==> src/rtl/bcd_xs3_pkg.sv <==
// Shared types and constants for the BCD to Excess-3 converter.
package bcd_xs3_pkg;

  localparam int unsigned DIGIT_W = 4;

  typedef logic [DIGIT_W-1:0] digit_t;

  localparam digit_t XS3_OFFSET = 4'd3;
  localparam digit_t BCD_MAX    = 4'd9;

  // Wrapping 4-bit add; illegal digits 10..15 wrap rather than saturate.
  function automatic digit_t bcd_to_xs3(input digit_t n);
    return digit_t'(n + XS3_OFFSET);
  endfunction

endpackage

==> src/rtl/bcd_xs3_core.sv <==
// Combinational digit mapper N -> (N + 3) mod 16.
// Optional illegal-digit flag under BCD_XS3_ERR_CHK_EN.
module bcd_xs3_core
  import bcd_xs3_pkg::*;
(
  input  logic [3:0] i_n,
  output logic [3:0] o_r
`ifdef BCD_XS3_ERR_CHK_EN
  ,
  output logic       o_err
`endif
);

  digit_t w_n;

  assign w_n = digit_t'(i_n);
  assign o_r = bcd_to_xs3(w_n);

`ifdef BCD_XS3_ERR_CHK_EN
  assign o_err = (w_n > BCD_MAX);
`endif

endmodule

==> src/rtl/bcd_xs3.sv <==
// Registered BCD to Excess-3 converter, one digit per cycle, 1-cycle latency.
// Optional err output enabled by BCD_XS3_ERR_CHK_EN.
module bcd_xs3
  import bcd_xs3_pkg::*;
(
  input  logic clk,
  input  logic rst,
  input  logic in_vld,
  input  logic a,
  input  logic b,
  input  logic c,
  input  logic d,
  output logic out_vld,
  output logic w,
  output logic x,
  output logic y,
  output logic z
`ifdef BCD_XS3_ERR_CHK_EN
  ,
  output logic err
`endif
);

  digit_t w_n;
  digit_t w_xs3;
  digit_t r_xs3;
  logic   r_vld;

  assign w_n = {a, b, c, d};

`ifdef BCD_XS3_ERR_CHK_EN
  logic w_err;
  logic r_err;

  bcd_xs3_core u_core (
    .i_n   (w_n),
    .o_r   (w_xs3),
    .o_err (w_err)
  );

  // Error flag tracks the data register: loads only on accepted digits.
  always_ff @(posedge clk) begin
    if (rst) begin
      r_err <= 1'b0;
    end else if (in_vld) begin
      r_err <= w_err;
    end
  end

  assign err = r_err;
`else
  bcd_xs3_core u_core (
    .i_n (w_n),
    .o_r (w_xs3)
  );
`endif

  // Data holds while in_vld is low; valid is a plain delayed copy.
  always_ff @(posedge clk) begin
    if (rst) begin
      r_vld <= 1'b0;
      r_xs3 <= '0;
    end else begin
      r_vld <= in_vld;
      if (in_vld) begin
        r_xs3 <= w_xs3;
      end
    end
  end

  assign out_vld      = r_vld;
  assign {w, x, y, z} = r_xs3;

endmodule

==> config.mk <==
export PLATFORM = sky130hd
export DESIGN_NAME = bcd_xs3
export DESIGN_NICKNAME = d
export VERILOG_FILES = /design/src/rtl/bcd_xs3_pkg.sv /design/src/rtl/bcd_xs3_core.sv /design/src/rtl/bcd_xs3.sv
export SDC_FILE = /design/constraint.sdc
export NUM_CORES = 1
export LEC_CHECK = 0
export BUFFER_PORTS_ARGS = -buffer_cell sky130_fd_sc_hd__buf_2
export CAP_MARGIN = 20
export CELL_PAD_IN_SITES_DETAIL_PLACEMENT = 1
export CELL_PAD_IN_SITES_GLOBAL_PLACEMENT = 1
export CORE_AREA = 4 4 41 43
export DETAILED_ROUTE_END_ITERATION = 7
export DIE_AREA = 0 0 45 47
export PLACE_DENSITY_LB_ADDON = 0.1
export SETUP_SLACK_MARGIN = 0.5
export SYNTH_ARGS = -nofsm -noshare
export SYNTH_HDL_FRONTEND = slang
export SYNTH_SLANG_ARGS = --single-unit
==> constraint.sdc <==
create_clock -name clk -period 0.8 [get_ports clk]
set_input_delay 0.08 -clock clk [delete_from_list [all_inputs] [get_ports clk]]
set_output_delay 0.08 -clock clk [all_outputs]
set_load 0.03 [all_outputs]
-- Word level (Yosys, flattened, before mapping)
Cells that the tools add are included.
- add/subtract/negate cells: 1
- operator list (operator ; count):
    4-bit by 2-bit adder with 4-bit output (second input constant) ; 1
- output and inout port bits: 5
- input port bits: 7
- register bits: 5
- word-level logic and storage cells: 3

-- Logic depth before layout (Yosys ltp)
- depth in word-level cells: 1
- depth in mapped cells: 5
- mapped depth without buffers: 5

-- By module
Synthesis repeated with hierarchy kept, for this count alone.
- cell total of the unflattened synthesis: 22
- area, all modules: 222.7 um^2
- by module, submodules not included (module ; seq. area each (um^2) ; area each (um^2) ; cells an instance ; times used):
    bcd_xs3 ; 100.1 ; 172.7 ; 15 ; 1
    bcd_xs3_core ; 0.0 ; 50.0 ; 7 ; 1

-- Worst setup path after synthesis
No wires, ideal clock.
- path kind: register -> register
- start point: register, netlist name r_xs3[3]
- end point: register r_xs3[3]
- slack: -0.030 ns
- library setup time: 0.079 ns
- required time: 0.721 ns
- stages on the path, launching flop included: 3
- period minus slack after synthesis: 0.830 ns
- path buffers: 0
- data arrival time: 0.751 ns
- cell sequence: dfxtp_1 > nor2_1 > a211oi_2
- RTL lines (what ; RTL line ; RTL):
    end signal, assigned ; bcd_xs3.sv:66 ; r_xs3 <= w_xs3;
    end, declared ; bcd_xs3.sv:26 ; digit_t r_xs3;

-- Worst setup path after layout
- start point: register r_xs3[1]
- end point: output y
- RTL lines (what ; RTL line ; RTL):
    end, declared ; bcd_xs3.sv:16 ; output logic y,
No word-level cell between the ends.

==> results.json <==
{
  "powerDensity_nw_per_um2": 1850,
  "cp_num_buf_inv": 1,
  "cts_max_level": 1,
  "worstPathArrival_ps": 700,
  "dpl.hpwl_um": 406,
  "fin_crit_sh_pct": 97.9,
  "track_usage_pct": 6.08,
  "clockBufferDepth": 2,
  "p_total_w": 0.000735,
  "antenna_cells": 0,
  "drt_wl_total_um": 525,
  "r2r_cells": 3,
  "fillerInstances": 152,
  "switchingPower_w": 0.000197,
  "synth_warnings": 0,
  "cts_inserted_buffers": 3,
  "drtAntennaViolNets": 0,
  "whs_ps": 69.8,
  "rr_startpoint": "r_xs3[1]$_SDFFE_PP0P_",
  "drc": 0,
  "pwr-share-clk_pct": 38.6,
  "dr.pass1.iters": 2,
  "worstSetupEndpoint": "y",
  "synthesis.area_um2": 206,
  "finalHoldViolations": 0,
  "overflow": 0,
  "core_area_um2": 1300,
  "cp.depth": 1,
  "dieWidth_um": 45,
  "syn_nets": 29,
  "worst_ep_required_time_ps": 720,
  "p_int_w": 0.000538,
  "slew_violations": 0,
  "drtIter0Drc": 1,
  "post-route-util_pct": 30.5,
  "antenna_found_initial": 0,
  "drive_gt1_share_pct": 75.7,
  "start_util_pct": 15.9,
  "synth_cell_type_count": 12,
  "max_slew_margin_pct": 88.0,
  "timing.rr.end": "r_xs3[1]$_SDFFE_PP0P_",
  "setup_viol": 0,
  "hold_buffers": 0,
  "cpLargestDelayFamily": "flip-flops",
  "irDropWorstVdd_v": 0.000482,
  "worst_slew_pin_slew_ps": 179,
  "grt_pass1_vias": 221,
  "slowest_stage": "dfxtp_4",
  "clkTransAtPathRegs_ps": 40,
  "register_area_um2": 119,
  "netlist_instances": 21,
  "rsz0062_at_grt": "true",
  "gp_congestion": 0.643,
  "ys_ff_latch": 5,
  "layout.cells.non_filler": 52,
  "seq_area_frac_synth_pct": 48.5,
  "critPathCaptureType": "primary output",
  "worst_slack_ps": 17.0,
  "multiInputGateArea_um2": 121,
  "fin_crit_ps": 783,
  "start_kind": "flip-flop",
  "syn_to_final_growth_pct": 92.1,
  "via_per_inst": 3.94,
  "hold_class": "in -> reg",
  "layout_common_cells": "buf_2 (5), dfxtp_4 (5), buf_6 (5)",
  "grt_max_degree": 9,
  "switching_share_pct": 26.7,
  "critPathLaunch": "r_xs3[1]$_SDFFE_PP0P_",
  "cts_tree": "yes",
  "outcome": "finished clean",
  "clock-skew-final_ps": 0,
  "die_y_um": 47,
  "io_pins": 12,
  "routedWlPerCell_um": 10.1,
  "slowest_delay_ps": 340,
  "p_seq_share_pct": 37.6,
  "cap_viol_max_count": 0,
  "final_nets": 46,
  "io_buffers": 11,
  "vias": 205,
  "cts_sinks": 5,
  "num_rows": 13,
  "pre_cts_slack_ps": -7.11,
  "rrSetupSlack_ps": 70,
  "insertion_delay_ps": 230,
  "dieArea_um2": 2120,
  "combPwrFrac_pct": 23.9,
  "grt_pass1_wl_um": 855,
  "worstSetupPathType": "reg -> out",
  "p_leak_nw": 0.169,
  "syn_avg_cell_area_um2": 9.83,
  "cts_root_buf": "clkbuf_4",
  "cp_cell_sequence": "buf_6",
  "place_inst": 46,
  "cp_max_fo": 2,
  "clock.fmax_mhz": 1280
}
==> registers in the layout, summed over array words and instances (netlist names) <==
register  count
out_vld       1
r_xs3         4
==> cell type report <==
cell class,instances,share of cell area (%)
Inverter,2,1.89
Tap cell,15,4.73
Timing Repair Buffer,13,26.2
Multi-Input combinational cell,13,30.6
Clock buffer,4,6.62
Sequential cell,5,30.0
==> synth_stat cells <==
master    instances  share of area, %
dfxtp_1           5                48
nor2_1            4               7.3
a211oi_1          2               7.3
inv_1             2               3.6
a211oi_2          1               6.1
buf_2             1               2.4
ha_1              1               6.1
mux2i_1           1               4.8
nor2b_1           1               3.0
o21ai_1           1               2.4
xnor2_1           1               4.2
xor2_1            1               4.2
==> power groups by stage <==
stage | sequential (W) | combinational (W) | clock, W
4_1_cts | 0.000276 | 0.000164 | 0.000304
5_1_grt | 0.000279 | 0.000190 | 0.000322
3_3_place_gp | 0.000276 | 0.000130 | 0
3_5_place_dp | 0.000277 | 0.000132 | 0
2_1_floorplan | 0.000315 | 0.0000544 | 0
6_report | 0.000276 | 0.000175 | 0.000283
==> worst min-delay path by stage <==
| stage | startpoint | to | slack [ps] | cells after the start |
|---|---|---|---|---|
| after floorplan | rst | r_xs3[2]$_SDFFE_PP0P_ | 140 | 1 |
| after global placement | d | r_xs3[0]$_SDFFE_PP0P_ | 310 | 2 |
| after detailed placement | rst | r_xs3[2]$_SDFFE_PP0P_ | 310 | 2 |
| after CTS | d | r_xs3[0]$_SDFFE_PP0P_ | 60 | 2 |
| after global routing | rst | r_xs3[1]$_SDFFE_PP0P_ | 70 | 2 |
| final | rst | r_xs3[1]$_SDFFE_PP0P_ | 70 | 2 |
==> per-stage QoR <==
| stage | instance area [µm²] | setup TNS, ps |
|---|---|---|
| floorplan | 250 | 0 |
| global placement | 309 | 0 |
| detailed placement | 309 | -7.11 |
| CTS | 379 | 0 |
| global route | 397 | -28.4 |
| finish | 397 | 0 |
==> cells by family (layout without fill, tap and decap cells) <==
| kind of cell | Yosys count | in the layout | share of synthesized area, % |
|---|---|---|---|
| buffers and inverters | 3 | 19 | 6.06 |
| AOI/OAI and AO/OA | 4 | 4 | 15.8 |
| muxes | 1 | 1 | 4.85 |
| adders and majority gates | 1 | 1 | 6.06 |
| DFF | 5 | 5 | 48.5 |
| and+or+nand+nor | 5 | 5 | 10.3 |
| xor gates and xnor gates | 2 | 2 | 8.49 |
==> routing by layer <==
metal  vias up  GRT usage (%)  wire (µm)
met2         9           7.63        265
met4         0           5.26          0
met3         0           3.83         48
li1        102              -          -
met1        94           7.03        212
met5         -              0          0
==> repair_timing <==
item,4_1_cts,5_1_grt
resized for setup,11,3
setup endpoints to repair,9,10
setup buffers,1,1
pin swaps,1,2
No activity file was read; power rests on OpenSTA's default activity.
